[config.mk]
export PLATFORM = sky130hd
export DESIGN_NAME = qeciphy_faw_aligner
export DESIGN_NICKNAME = d
export VERILOG_FILES = /design/src/rtl/qeciphy_pkg.sv /design/src/rtl/qeciphy_faw_matcher.sv /design/src/rtl/qeciphy_faw_aligner.sv
export SDC_FILE = /design/constraint.sdc
export NUM_CORES = 1
export LEC_CHECK = 0
export CAP_MARGIN = 20
export CORE_MARGIN = 2
export CORE_UTILIZATION = 50
export CTS_CLUSTER_DIAMETER = 100
export DETAILED_ROUTE_END_ITERATION = 8
export DONT_BUFFER_PORTS = 1
export GPL_TIMING_DRIVEN = 1
export PLACE_DENSITY = 0.72
export SLEW_MARGIN = 20
export SYNTH_ARGS = -nofsm -noshare
export SYNTH_HDL_FRONTEND = slang
export SYNTH_HIERARCHICAL = 1
export SYNTH_SLANG_ARGS = --single-unit
export TNS_END_PERCENT = 100
[constraint.sdc]
create_clock -name clk -period 3.89 [get_ports clk]
set_clock_uncertainty 0.1 [all_clocks]
set_input_delay 0.1945 -clock clk [delete_from_list [all_inputs] [get_ports clk]]
set_output_delay 0.1945 -clock clk [all_outputs]
set_load 0.05 [all_outputs]
[src/rtl/qeciphy_pkg.sv]
// qeciphy_pkg: shared constants, types and helpers for the QECi PHY RX path.
//   BYTE_ALIGNMENT_COMMA / WORD_ALIGNMENT_COMMA : comma bytes that make up a FAW
//   faw_state_t                                 : FAW aligner FSM states
//   is_faw_w(data, nb)                          : width-generic FAW check on an aligned word
package qeciphy_pkg;

  localparam logic [7:0] BYTE_ALIGNMENT_COMMA = 8'hBC;
  localparam logic [7:0] WORD_ALIGNMENT_COMMA = 8'hCB;

  // Widest word is_faw_w accepts; narrower words are zero-extended by the caller.
  localparam int FAW_MAX_W = 1024;

  typedef enum logic [1:0] {FAW_HUNT, FAW_VERIFY, FAW_LOCKED} faw_state_t;

  // A FAW has the byte comma in byte 0 and the word comma in byte nb/2.
  function automatic logic is_faw_w(input logic [FAW_MAX_W-1:0] data, input int nb);
    logic [FAW_MAX_W-1:0] hi;
    hi = data >> (8 * (nb / 2));
    return (data[7:0] == BYTE_ALIGNMENT_COMMA) && (hi[7:0] == WORD_ALIGNMENT_COMMA);
  endfunction

endpackage

[src/rtl/qeciphy_faw_matcher.sv]
// qeciphy_faw_matcher: combinational FAW search across every byte offset.
//   win_i   : {current word, previous word}, 2*DATA_W bits
//   match_o : bit k set when candidate k (win_i[8k +: DATA_W]) is a FAW
//   any_o   : at least one candidate matches
//   idx_o   : lowest matching k (0 when none)
module qeciphy_faw_matcher
  import qeciphy_pkg::*;
#(
  parameter int DATA_W = 64,
  localparam int NB    = DATA_W / 8,
  localparam int OFF_W = $clog2(NB)
) (
  input  logic [2*DATA_W-1:0] win_i,
  output logic [NB-1:0]       match_o,
  output logic                any_o,
  output logic [OFF_W-1:0]    idx_o
);

  for (genvar k = 0; k < NB; k++) begin : g_lane
    logic [FAW_MAX_W-1:0] cand_ext;
    always_comb begin
      cand_ext              = '0;
      cand_ext[DATA_W-1:0]  = win_i[8*k +: DATA_W];
    end
    assign match_o[k] = is_faw_w(cand_ext, NB);
  end

  // Scan from the top so the lowest matching lane is the last one written.
  always_comb begin
    any_o = 1'b0;
    idx_o = '0;
    for (int k = NB - 1; k >= 0; k--) begin
      if (match_o[k]) begin
        any_o = 1'b1;
        idx_o = OFF_W'(k);
      end
    end
  end

endmodule

[src/rtl/qeciphy_faw_aligner.sv]
// qeciphy_faw_aligner: FAW hunter/locker between byte alignment and the deframer.
//   Searches all byte offsets of the RX stream, realigns words to the FAW
//   boundary, locks after LOCK_CNT periodic FAWs, unlocks after UNLOCK_CNT misses.
// Ports:
//   clk, rst         : core clock, synchronous active-high reset
//   rx_data_i/valid  : byte-aligned, word-unaligned RX data
//   force_hunt_i     : level request to return to HUNT
//   aligned_data_o   : word-aligned data, 1 cycle latency, qualified by aligned_valid_o
//   faw_o            : aligned word is a FAW at an expected slot
//   locked_o         : in LOCKED
//   offset_o         : selected byte offset
//   lock_loss_o      : 1-cycle pulse on leaving LOCKED
// Build option QECIPHY_FAW_STATS_EN adds faw_miss_cnt_o and relock_cnt_o
// (saturating 16-bit counters, cleared only by rst).
module qeciphy_faw_aligner
  import qeciphy_pkg::*;
#(
  parameter int DATA_W     = 64,
  parameter int FAW_PERIOD = 64,
  parameter int LOCK_CNT   = 4,
  parameter int UNLOCK_CNT = 3
) (
  input  logic                         clk,
  input  logic                         rst,
  input  logic [DATA_W-1:0]            rx_data_i,
  input  logic                         rx_valid_i,
  input  logic                         force_hunt_i,
  output logic [DATA_W-1:0]            aligned_data_o,
  output logic                         aligned_valid_o,
  output logic                         faw_o,
  output logic                         locked_o,
  output logic [$clog2(DATA_W/8)-1:0]  offset_o,
  output logic                         lock_loss_o
`ifdef QECIPHY_FAW_STATS_EN
  ,
  output logic [15:0]                  faw_miss_cnt_o,
  output logic [15:0]                  relock_cnt_o
`endif
);

  localparam int NB     = DATA_W / 8;
  localparam int OFF_W  = $clog2(NB);
  localparam int PER_W  = $clog2(FAW_PERIOD);
  localparam int GOOD_W = $clog2(LOCK_CNT + 1);
  localparam int BAD_W  = $clog2(UNLOCK_CNT + 1);

  faw_state_t           state_q, state_d;
  logic [DATA_W-1:0]    prev_q;
  logic [OFF_W-1:0]     offset_q, offset_d;
  logic [PER_W-1:0]     period_q, period_d;
  logic [GOOD_W-1:0]    good_q, good_d;
  logic [BAD_W-1:0]     bad_q, bad_d;
  logic [DATA_W-1:0]    aligned_data_q;
  logic                 aligned_valid_q, faw_q, faw_d, lock_loss_q, lock_loss_d;
  logic                 miss_inc, relock_inc;

  logic [2*DATA_W-1:0]  win, win_sh;
  logic [NB-1:0]        match;
  logic                 any_match;
  logic [OFF_W-1:0]     first_idx;
  logic                 slot, slot_hit;

  assign win    = {rx_data_i, prev_q};
  assign win_sh = win >> {offset_q, 3'b000};

  qeciphy_faw_matcher #(.DATA_W(DATA_W)) u_matcher (
    .win_i   (win),
    .match_o (match),
    .any_o   (any_match),
    .idx_o   (first_idx)
  );

  // The selected lane's match bit is exactly the candidate[offset] FAW check.
  assign slot     = (32'(period_q) == FAW_PERIOD - 1);
  assign slot_hit = match[offset_q];

  always_comb begin
    state_d     = state_q;
    offset_d    = offset_q;
    period_d    = period_q;
    good_d      = good_q;
    bad_d       = bad_q;
    lock_loss_d = 1'b0;
    miss_inc    = 1'b0;
    relock_inc  = 1'b0;
    // Reported even when force_hunt_i overrides the state change.
    faw_d       = rx_valid_i && (state_q != FAW_HUNT) && slot && slot_hit;

    if (force_hunt_i) begin
      state_d     = FAW_HUNT;
      period_d    = '0;
      good_d      = '0;
      bad_d       = '0;
      lock_loss_d = (state_q == FAW_LOCKED);
    end else if (rx_valid_i) begin
      case (state_q)
        FAW_HUNT: begin
          if (any_match) begin
            offset_d = first_idx;
            period_d = '0;
            good_d   = GOOD_W'(1);
            bad_d    = '0;
            state_d  = (LOCK_CNT == 1) ? FAW_LOCKED : FAW_VERIFY;
          end
        end
        FAW_VERIFY: begin
          if (!slot) begin
            period_d = period_q + 1'b1;
          end else if (slot_hit) begin
            period_d = '0;
            good_d   = good_q + 1'b1;
            if (32'(good_q) + 32'd1 >= LOCK_CNT) begin
              state_d    = FAW_LOCKED;
              bad_d      = '0;
              relock_inc = 1'b1;
            end
          end else begin
            state_d  = FAW_HUNT;
            period_d = '0;
            good_d   = '0;
          end
        end
        FAW_LOCKED: begin
          if (!slot) begin
            period_d = period_q + 1'b1;
          end else begin
            period_d = '0;
            if (slot_hit) begin
              bad_d = '0;
            end else begin
              miss_inc = 1'b1;
              if (32'(bad_q) + 32'd1 >= UNLOCK_CNT) begin
                state_d     = FAW_HUNT;
                lock_loss_d = 1'b1;
                bad_d       = '0;
                good_d      = '0;
              end else begin
                bad_d = bad_q + 1'b1;
              end
            end
          end
        end
        default: state_d = FAW_HUNT;
      endcase
    end
  end

  always_ff @(posedge clk) begin
    if (rst) begin
      state_q         <= FAW_HUNT;
      prev_q          <= '0;
      offset_q        <= '0;
      period_q        <= '0;
      good_q          <= '0;
      bad_q           <= '0;
      aligned_data_q  <= '0;
      aligned_valid_q <= 1'b0;
      faw_q           <= 1'b0;
      lock_loss_q     <= 1'b0;
    end else begin
      state_q         <= state_d;
      offset_q        <= offset_d;
      period_q        <= period_d;
      good_q          <= good_d;
      bad_q           <= bad_d;
      aligned_valid_q <= rx_valid_i;
      faw_q           <= faw_d;
      lock_loss_q     <= lock_loss_d;
      if (rx_valid_i) begin
        prev_q         <= rx_data_i;
        aligned_data_q <= win_sh[DATA_W-1:0];
      end
    end
  end

  assign aligned_data_o  = aligned_data_q;
  assign aligned_valid_o = aligned_valid_q;
  assign faw_o           = faw_q;
  assign locked_o        = (state_q == FAW_LOCKED);
  assign offset_o        = offset_q;
  assign lock_loss_o     = lock_loss_q;

`ifdef QECIPHY_FAW_STATS_EN
  logic [15:0] miss_cnt_q, relock_cnt_q;

  always_ff @(posedge clk) begin
    if (rst) begin
      miss_cnt_q   <= '0;
      relock_cnt_q <= '0;
    end else begin
      if (miss_inc && (miss_cnt_q != 16'hFFFF))     miss_cnt_q   <= miss_cnt_q + 16'd1;
      if (relock_inc && (relock_cnt_q != 16'hFFFF)) relock_cnt_q <= relock_cnt_q + 16'd1;
    end
  end

  assign faw_miss_cnt_o = miss_cnt_q;
  assign relock_cnt_o   = relock_cnt_q;
`else
  logic unused_stats;
  assign unused_stats = miss_inc ^ relock_inc;
`endif

endmodule

==> Word level (Yosys, flattened, before mapping) <==
Index checks and enable logic that the tools add are counted.
{ "totals": {"regBits": 147, "input_bits": 68, "out_inout_bits": 71, "wordCells": 119} }
{ "classes": {"n_addsub": 5, "n_lt_le_gt_ge": 3, "n_eq_ne": 27, "shift": 1, "muxes": 50, "bitwise_logic": 1, "n_reduce_logical": 22} }
{ "ops": {"columns": ["op", "count"], "rows": [
  ["== test 8 bit, second input constant", 16],
  [">> shifter 128 x 6 -> 64 bit", 1],
  ["2-to-1 mux 3 bit", 14],
  ["2-to-1 mux 2 bit", 14],
  ["AND reduction 7 bit", 3],
  ["2-to-1 mux 1 bit", 15],
  ["2-to-1 mux 6 bit", 2],
  ["case mux 2 bit (3 select lines)", 2],
  ["case mux 6 bit (2 select lines)", 1],
  ["logical AND 1 bit", 11],
  ["inequality test 2 bit, second input constant", 5],
  ["case mux 3 bit (3 select lines)", 1],
  ["adder 6 x 1 -> 6 bit, second input constant", 1],
  ["== test 6 bit, second input constant", 1],
  ["adder 3 x 1 -> 4 bit, second input constant", 1],
  [">= comparator 4 x 3 -> 1 bit, second input constant", 1],
  ["less-than comparator 3 x 4 -> 1 bit, second input constant", 1],
  ["inequality test 2 x 1 -> 1 bit, second input constant", 2],
  ["AND reduction 4 bit", 1],
  ["nonzero test 2 bit", 2],
  ["OR reduction 2 bit", 2],
  ["adder 2 x 1 -> 3 bit, second input constant", 1],
  ["adder 3 x 1 -> 3 bit, second input constant", 1],
  ["binary-select mux 1 bit (select 3 bit)", 1],
  ["9 further kinds", 9]
]} }

==> Logic depth before layout (Yosys ltp) <==
Gate-level depths: netlist of the first run.
{ "depth": {"word_depth": 12, "depth_mapped": 10, "mapped_depth_nobuf": 10} }

==> Cells and area by module <==
The synthesis of the first run kept the hierarchy.
{ "modules_own_cells": {"columns": ["module", "instances", "cells_each", "area_each_um2", "seq_area_each_um2"], "rows": [
  ["qeciphy_faw_aligner", 1, 851, 8104.0, 2942.8],
  ["qeciphy_faw_matcher", 1, 56, 523.0, 0.0]
]} }

==> Least setup slack after synthesis of the first run <==
Ideal clock, no wire load.
{ "synth_path": {"kind": "register to register", "startpoint": "reg offset_q[0], in the netlist offset_o[0]", "endpoint": "reg good_q[1]", "setup_time_ns": 0.067, "arrival_ns": 2.638, "required_ns": 3.723, "path_slack_ns": 1.085, "path_stages_with_launch": 7, "n_path_buf": 1, "synth_period_minus_slack_ns": 2.805, "cell_sequence": "dfxtp_1 buf_6 mux2_4 mux4_2 or4_4 a211o_1 a21oi_2"} }
{ "synth_between": {"elab_chain_len": 5, "elab_cells_between_ends": 7, "cone_classes": "1 x eq/ne; 5 x mux; 1 x reduce/logical"} }
{ "synth_lines": {"columns": ["item", "line", "rtl"], "rows": [
  ["start: declaration", "qeciphy_faw_aligner.sv:49", "logic [OFF_W-1:0] offset_q, offset_d;"],
  ["start signal: assignment", "qeciphy_faw_aligner.sv:162", "offset_q <= offset_d;"],
  ["binary-select mux 1 bit (select 3 bit) (*)", "qeciphy_faw_aligner.sv:75", "assign slot_hit = match[offset_q];"],
  ["2-to-1 mux 1 bit (implied by the code) (*)", "qeciphy_faw_aligner.sv:75", null],
  ["2-to-1 mux 3 bit", "qeciphy_faw_aligner.sv:109", "end else if (slot_hit) begin"],
  ["2-to-1 mux 3 bit", "qeciphy_faw_aligner.sv:107", "if (!slot) begin"],
  ["case mux 3 bit (3 select lines)", "qeciphy_faw_aligner.sv:96", "case (state_q)"],
  ["end signal: assignment", "qeciphy_faw_aligner.sv:164", "good_q <= good_d;"],
  ["end: declaration", "qeciphy_faw_aligner.sv:51", "logic [GOOD_W-1:0] good_q, good_d;"]
]} }
Mark *: on every way between the ends. The rest lies on a longest branch, timed or not. The select of a mux whose other input is x is not followed.
A chain may end at the register's enable or synchronous reset.

==> Worst setup path after layout of the first run <==
{ "layout_path": {"startpoint": "reg prev_q[50]", "endpoint": "reg good_q[1]"} }
{ "layout_between": {"elab_cells_between_ends": 19, "cone_classes": "4 x eq/ne; 12 x mux; 3 x reduce/logical"} }
{ "layout_rtl": {"columns": ["item", "line", "rtl"], "rows": [
  ["start: declaration", "qeciphy_faw_aligner.sv:48", "logic [DATA_W-1:0] prev_q;"],
  ["start signal: assignment", "qeciphy_faw_aligner.sv:170", "prev_q <= rx_data_i;"],
  ["== test 8 bit", "qeciphy_pkg.sv:19", "return (data[7:0] == BYTE_ALIGNMENT_COMMA) && (hi[7:0] == WORD_ALIGNMENT_COMMA);"],
  ["logical AND 1 bit", "qeciphy_pkg.sv:19", null],
  ["net match[2]", "qeciphy_faw_aligner.sv:58", "logic [NB-1:0] match;"],
  ["2-to-1 mux 1 bit (3 in a row)", "qeciphy_faw_matcher.sv:33", "if (match_o[k]) begin"],
  ["net any_match", "qeciphy_faw_aligner.sv:59", "logic any_match;"],
  ["inequality test 2 bit (no source line)", null, null],
  ["AND reduction 7 bit (no source line)", null, null]
]} }
The timed path passes the listed nets, and every way through them passes these cells. The select of a mux whose other input is x is not followed.

==> results of run 1 <==
registers in the layout (all words and copies together) (netlist names):
signal and flops:
bad_q 2, period_q 6, offset_o 3, prev_q 64, state_q 2, aligned_data_o 64
good_q 3, faw_o 1, lock_loss_o 1, aligned_valid_o 1
what timing repair did:
item                      4_1_cts  5_1_grt
buffers inserted                0        0
hold endpoints to repair      139        0
hold buffers                  100        0
layer usage:
metal / global-route usage / vias to the layer above / part of all wire
met5: 0 / - / 0
met2: 0.456 / 415 / 0.43
met4: 0.146 / 0 / 0.045
met3: 0.0943 / 69 / 0.11
li1: - / 3469 / -
met1: 0.424 / 3651 / 0.41
cells in the mapped netlist, types with 6 or more instances:
cell type | instances | area (um2)
a211oi_1 | 66 | 495
a21oi_1 | 34 | 170
buf_1 | 22 | 82.6
buf_2 | 7 | 35.0
clkbuf_1 | 44 | 165
dfxtp_1 | 147 | 2940
inv_1 | 11 | 41.3
mux2_1 | 8 | 90.1
mux2_2 | 18 | 203
mux2i_1 | 179 | 1790
mux4_2 | 33 | 743
nand2_1 | 38 | 143
nand3_1 | 10 | 50.1
nand4_1 | 8 | 50.1
nand4b_1 | 10 | 87.6
nand4bb_1 | 6 | 67.6
nor2_1 | 159 | 597
o21ai_0 | 11 | 55.1
o21ai_1 | 19 | 95.1
worst register-to-register path: stages (launching register included):
cell     delay (ns)
dfxtp_1        0.35
or4b_4         0.56
nor4_4         0.41
nor4b_1        0.13
nand2_1        0.18
o21ai_0        0.21
or4_4          0.61
a211o_1        0.33
a21oi_2        0.12
worst min path at each step:
stage                        from                         endpoint  cells past startpoint
floorplan           rx_data_i[42]          prev_q[42]$_SDFFE_PP0P_                      2
global placement              rst  aligned_data_o[33]$_SDFFE_PP0P_                      1
detailed placement            rst         offset_o[1]$_SDFFE_PP0P_                      1
CTS                    rx_valid_i         period_q[2]$_SDFFE_PP0P_                      3
global route           rx_valid_i         period_q[2]$_SDFFE_PP0P_                      3
finish                 rx_valid_i         period_q[2]$_SDFFE_PP0P_                      3
where the power goes:
part | internal (mW) | switching [mW] | total, mW
Sequential | 1.59 | 0.226 | 1.81
Combinational | 0.221 | 0.221 | 0.442
Clock | 1.07 | 0.664 | 1.74
layout make-up:
type                       count  area (um2)  share of cell area
multi-input combinational    675        5350               0.517
sequential                   147        2950               0.286
timing repair buffer         105        1100               0.106
clock buffer                  22         485              0.0469
tap                          225         282              0.0272
clock inverter                 8         126              0.0122
inverter                      11        41.3             0.00399
antenna                        2        5.00            0.000484
cell families after synthesis:
logic type	Yosys count	share of synthesized area
AOI/OAI and AO/OA	150	0.115
and+or+nand+nor	279	0.165
adders and majority gates	5	0.00725
DFF	147	0.341
muxes	241	0.333
buffers and inverters	85	0.0389
per-stage QoR:
stage	hold WS (ns)	util
floorplan	0.242	-
global placement	0.180	0.509
detailed placement	0.182	0.509
CTS	0.0379	0.606
global route	0.0765	0.606
finish	0.0519	0.606
layout by cell type (no fill, tap or decap), types with 18 or more instances in the layout:
master,count
a211oi_1,66
dlygate4sd3_1,98
a21oi_1,34
mux2i_1,179
nand2_1,38
mux4_2,33
dfxtp_1,144
nor2_1,159
clkbuf_16,18
mux2_2,18
o21ai_1,19
==> key figures, run 1 <==
Run status
  • Status: complete, no violations

Power and ir drop
  • Leakage: around 3.6 nW
  • Tot Pwr: roughly 4 mW
  • Pwr dens: just under 400 nW/um2
  • Maximum VDD drop: between 300 and 400 uV

Worst setup path
  • CP Max Fanout: 5
  • Crit-path slowest cell: or4_4
  • Worst path bufs/invs: 0
  • Reg2reg start: prev_q[50]$_SDFFE_PP0P_
  • CP endpoint: good_q[1]$_SDFFE_PP0P_
  • Crit-path cells: or4b_4 > nor4_4 > nor4b_1 > nand2_1 > o21ai_0 > or4_4 > a211o_1 > a21oi_2
  • CP startpoint kind: flip-flop
  • R2R depth: 8
  • R2r setup slk: just over 0.8 ns
  • CP required: about 4.2 ns
  • Crit path largest cell delay: ~0.61 ns
  • Stages on the worst setup path: 8
  • Crit path kind: reg2reg
  • R2R Path End: good_q[1]$_SDFFE_PP0P_
  • Setup crit end kind: flip-flop
  • CP arrival: 3.34 ns
  • Family with the most delay on the worst path: simple AND/OR/NAND/NOR gates
  • CP Launch Point: prev_q[50]$_SDFFE_PP0P_

Timing
  • Highest clock rate: 0.326 GHz
  • Min Tclk post-route: about 3 ns
  • Fin. max-slew vios: 0
  • Final setup violation count: 0
  • Period Utilization, post-route: 0.788
  • Worst-Margin Slew: ~0.73 ns
  • RSZ-0062 raised after global routing: no
  • Setup TNS: 0 ns
  • Hold Fails Final Rpt: 0
  • Setup ws final: slightly above 0.8 ns
  • Slew headroom: 0.511

Route
  • Detailed router's first-iteration violation count: about 910
  • Routed WL: 28.5 mm
  • Vias/cell: 6.36
  • # DRC: 0
  • Wire length per cell: ~24 um
  • First-pass DRT Iterations: 7
  • Post-route ant nets: 0
  • Via count: 7,604

Clock network
  • Clk pin slew, worst setup/hold paths: roughly 0.060 ns
  • CTS Buf Count: 17
  • H-tree Lvls: 4
  • Clk_lat worst skew: between 0.4 and 0.5 ns
  • CTS tree: done
  • Max Root-Sink Buffers: 2
  • TritonCTS Sinks: 147
  • Post-CTS Resized: 0
  • CTS Root Cell: clkbuf_16

Place
  • I/O Buffers: 0
  • Placed insts: approximately 1,100
  • Final Wtd Congestion: about 0.94
  • DP HPWL: roughly 19 mm
  • Dpl ws: between 0.9 and 1 ns
  • Placed inst area: 8690 um2

Finish
  • Fill cells: roughly 1,400
  • Ratio of cells with drive above 1 in the final layout: 0.107
  • Final net count: 1,030
  • Area Overhead vs Synth: 19.9%
  • Non-Filler Instances: 1,195
  • Cell area after layout: 10,300 um2

Synth
  • Mapped Nets: 980
  • Syn_area_per_cell: roughly 9.5 um2
  • Post-synthesis register bit count: about 150
  • Unique masters post-synth: 59
  • Ys async rst share: 0
  • Post-synthesis sequential area ratio: 0.341
  • Post-Synthesis Cells: approximately 910
  • Post-synth EDFFs: 0
  • Ys flop type: dfxtp_1
  • Yosys warning total: 6
  • Cell area after synthesis: 8630 um2

Floorplanning
  • Std-Cell Rows: 48
  • Die width: 135 um
  • Core box area: approximately 17,000 um2
  • Ports: between 100 and 150
  • Die area: around 18,000 um2
  • Die H: approximately 140 um
  • Starting Density: 0.506

Global route
  • Largest net degree at the start of global routing: about 150
  • First-pass GRT wire length: roughly 43 mm
  • Vias in the first global route: between 6,000 and 7,000
  • Congestion Overflow GR: 0
  • GRT Total Usage: 0.313
  • Initial antenna violation count: 2

Job
  • Max-cap violation count: 0

Hold path
  • Worst hold path class: in2reg
Note: power is estimated with default switching activity, not from simulation.
==> run 2: changes to the inputs <==
- ABC_AREA: not set -> 1
- clock period: 3.89 -> 3.13 ns (I/O delays scaled with it)
==> run 2 against run 1 <==
Setup slack got worse by 0.45 ns. Non-clock buffer count is 5 higher. Via count increased by 33%. Register-to-register slack lost 0.45 ns. Final cell count is 45% higher. Clock power grew 17%. Largest cell class unchanged. Critical endpoint is now lock_loss_o$_SDFF_PP0_. Synthesized cell count rose by 61%. Wire length up 30%.
==> key figures, run 2 <==
Power and ir drop
  • Pwr dens: ~460 nW/um2
  • Maximum VDD drop: ~370 uV
  • Combinational Power Share: 0.128
  • Switching Share: 0.323
  • Clock Power Share: 0.410
  • P_int: 3.36 mW
  • Leakage: just under 5 nW
  • Sequential share of power: 0.463
  • Psw: 1.60 mW

Synth
  • Yosys warning total: 6
  • Synth area leaders: dfxtp_1 (32%), nand2_1 (15%), nand3_1 (7.3%)
  • Most frequent cells after synthesis: nand2_1 (376), nor2_1 (158), dfxtp_1 (147), inv_1 (137), nand3_1 (136)
  • Syn_area_per_cell: around 6.4 um2
  • Top cell type's share of synthesized area: 0.316
  • Ys flop type: dfxtp_1
  • Post-synth EDFFs: 0
  • Post-synthesis register bit count: ~150
  • Ys async rst share: 0
  • Post-synthesis sequential area ratio: 0.316
  • Mapped Nets: roughly 1,500
  • Most common cell in the synthesized netlist: nand2_1
  • Unique masters post-synth: ~50
  • Post-Synthesis Cells: about 1,500
  • Cell area after synthesis: 9320 um2
  • Post-synth top area cell: dfxtp_1

Clock network
  • Post-CTS setup buffers: 0
  • Max Root-Sink Buffers: 2
  • CTS Buf Count: 17
  • CTS tree: done
  • H-tree Lvls: 4
  • Clk pin slew, worst setup/hold paths: approximately 0.07 ns
  • # hold bufs at CTS: 94
  • CTS Root Cell: clkbuf_16
  • Clk_lat worst skew: between 0.4 and 0.5 ns
  • TritonCTS Sinks: approximately 150
  • Post-CTS Resized: 0

Timing
  • Highest clock rate: 0.363 GHz
  • Final setup violation count: 0
  • Period Utilization, post-route: 0.880
  • RSZ-0062 raised after global routing: no
  • Slew headroom: 0.412
  • Setup ws final: between 0.3 and 0.4 ns
  • Min Tclk post-route: about 2.8 ns
  • Worst-Margin Slew: approximately 0.88 ns
  • Hold Fails Final Rpt: 0
  • Setup TNS: 0 ns
  • Fin. max-slew vios: 0

Hold path
  • Hold-critical path endpoint: aligned_data_o[36]$_SDFFE_PP0P_
  • Worst hold path class: in2reg
  • Hold Path Origin: rx_data_i[12]
  • Hold depth: 6

Route
  • First-pass DRT Iterations: 6
  • # DRC: 0
  • Wire length per cell: ~21 um
  • Via count: between 10,000 and 15,000
  • Routed WL: about 37 mm
  • Detailed router's first-iteration violation count: approximately 1,400
  • Vias/cell: between 5 and 6
  • Post-route ant nets: 0

Worst setup path
  • CP arrival: 2.99 ns
  • CP required: 3.37 ns
  • Setup crit end kind: flip-flop
  • Reg2reg start: prev_q[38]$_SDFFE_PP0P_
  • Crit path kind: reg2reg
  • CP Max Fanout: 5
  • R2R Path End: lock_loss_o$_SDFF_PP0_
  • CP startpoint kind: flip-flop
  • R2r setup slk: around 0.37 ns
  • R2R depth: 12

Finish
  • Area Overhead vs Synth: 14.7%
  • Diodes inserted: 0
  • Final net count: roughly 1,600
  • Area of the multi-input gates: 5210 um2
  • Most frequent cells in the layout: nand2_1 (376), nor2_1 (158), dfxtp_1 (144), nand3_1 (136), inv_1 (135)
  • Register Area: between 2000 and 3000 um2
  • Ratio of cells with drive above 1 in the final layout: 0.0868
  • Fill cells: 1,763
  • Commonest non-fill, non-tap cell in the layout: nand2_1

Place
  • Dpl ws: ~0.76 ns
  • Final Wtd Congestion: about 1
  • I/O Buffers: 0
  • DP HPWL: roughly 26 mm

Global route
  • M2 GR Usage: 0.558
  • M3 GR Usage: 0.0855
  • Initial antenna violation count: 0
  • GRT Total Usage: 0.376
  • Top Usage Layer GRT: met2
  • Congestion Overflow GR: 0
  • Vias in the first global route: around 9,000
  • Largest net degree at the start of global routing: between 150 and 200
  • First-pass GRT wire length: 56.1 mm
  • Global-route met1 utilization: 0.515

Floorplanning
  • Die area: a little under 20,000 um2
  • Ports: roughly 140
  • Core box area: roughly 18,000 um2
  • Std-Cell Rows: 49
  • Die H: 141 um
  • Die width: about 140 um
  • Starting Density: 0.513

Run status
  • Status: complete, no violations

Job
  • Max-cap violation count: 0
run 2: cell type report:
| cell class | count | area share |
|---|---|---|
| Multi-Input combinational cell | 1062 | 0.488 |
| Sequential cell | 147 | 0.276 |
| Timing Repair Buffer | 110 | 0.103 |
| Inverter | 148 | 0.0530 |
| Clock buffer | 18 | 0.0411 |
| Tap cell | 229 | 0.0268 |
| Clock inverter | 13 | 0.0117 |
run 2: logic make-up (layout without fill, tap and decap cells):
group / count (synthesis) / after routing / share of synthesized area
AOI/OAI and AO/OA: 309 / 309 / 0.201
muxes: 1 / 1 / 0.00107
buffers and inverters: 250 / 289 / 0.124
adders and majority gates: 5 / 5 / 0.00672
xor gates and xnor gates: 1 / 1 / 0.000940
and+or+nand+nor: 746 / 746 / 0.350
DFF: 147 / 147 / 0.316
run 2: worst max path at each step:
stage                                  start                              end  slack, ns  depth (start not counted)
floorplan            state_q[0]$_SDFFE_PP0P_            bad_q[0]$_SDFFE_PP0P_       1.19                          9
global placement    offset_o[1]$_SDFFE_PP0P_  aligned_data_o[32]$_SDFFE_PP0P_       0.86                          7
detailed placement   prev_q[38]$_SDFFE_PP0P_            bad_q[0]$_SDFFE_PP0P_       0.76                         12
CTS                  prev_q[35]$_SDFFE_PP0P_           lock_loss_o$_SDFF_PP0_       0.58                         12
global route         prev_q[32]$_SDFFE_PP0P_           lock_loss_o$_SDFF_PP0_       0.35                         12
finish               prev_q[38]$_SDFFE_PP0P_           lock_loss_o$_SDFF_PP0_       0.37                         12
run 2: power groups by stage:
stage | clock network, mW | logic, mW | registers (mW)
floorplan | 0 | 0.368 | 2.29
detailed placement | 0 | 0.471 | 2.33
global route | 2.13 | 0.691 | 2.31
global placement | 0 | 0.470 | 2.33
CTS | 2.04 | 0.615 | 2.29
finish | 2.03 | 0.634 | 2.30
run 2: metal layers:
layer / wire length, um / part of all wire
met1: 15000 / 0.41
met2: 15900 / 0.43
met3: 4080 / 0.11
met4: 1950 / 0.053
met5: 0 / 0
run 2: through the flow:
stage | power, mW | hold slack (ns) | area, um2 | utilization | std cells
finish | 4.96 | 0.0497 | 10700 | 0.589 | 1727
global route | 5.13 | 0.102 | 10700 | 0.589 | 1727
global placement | 2.80 | 0.148 | 9160 | 0.505 | 1602
CTS | 4.95 | 0.0540 | 10700 | 0.589 | 1727
floorplan | 2.66 | 0.141 | 9320 | - | 1459
detailed placement | 2.80 | 0.147 | 9160 | 0.505 | 1602
run 2: worst max-delay path, stage by stage (launching register included):
cell and delay, ns:
dfxtp_1 0.41, nand2_1 0.08, nor4_1 0.53, nand2_1 0.20, inv_1 0.14, inv_1 0.05, nand2_1 0.07, nand3_2 0.08
nand3_4 0.14, nand2_4 0.09, a41oi_1 0.16, dlygate4sd3_1 0.58, nor2_1 0.04
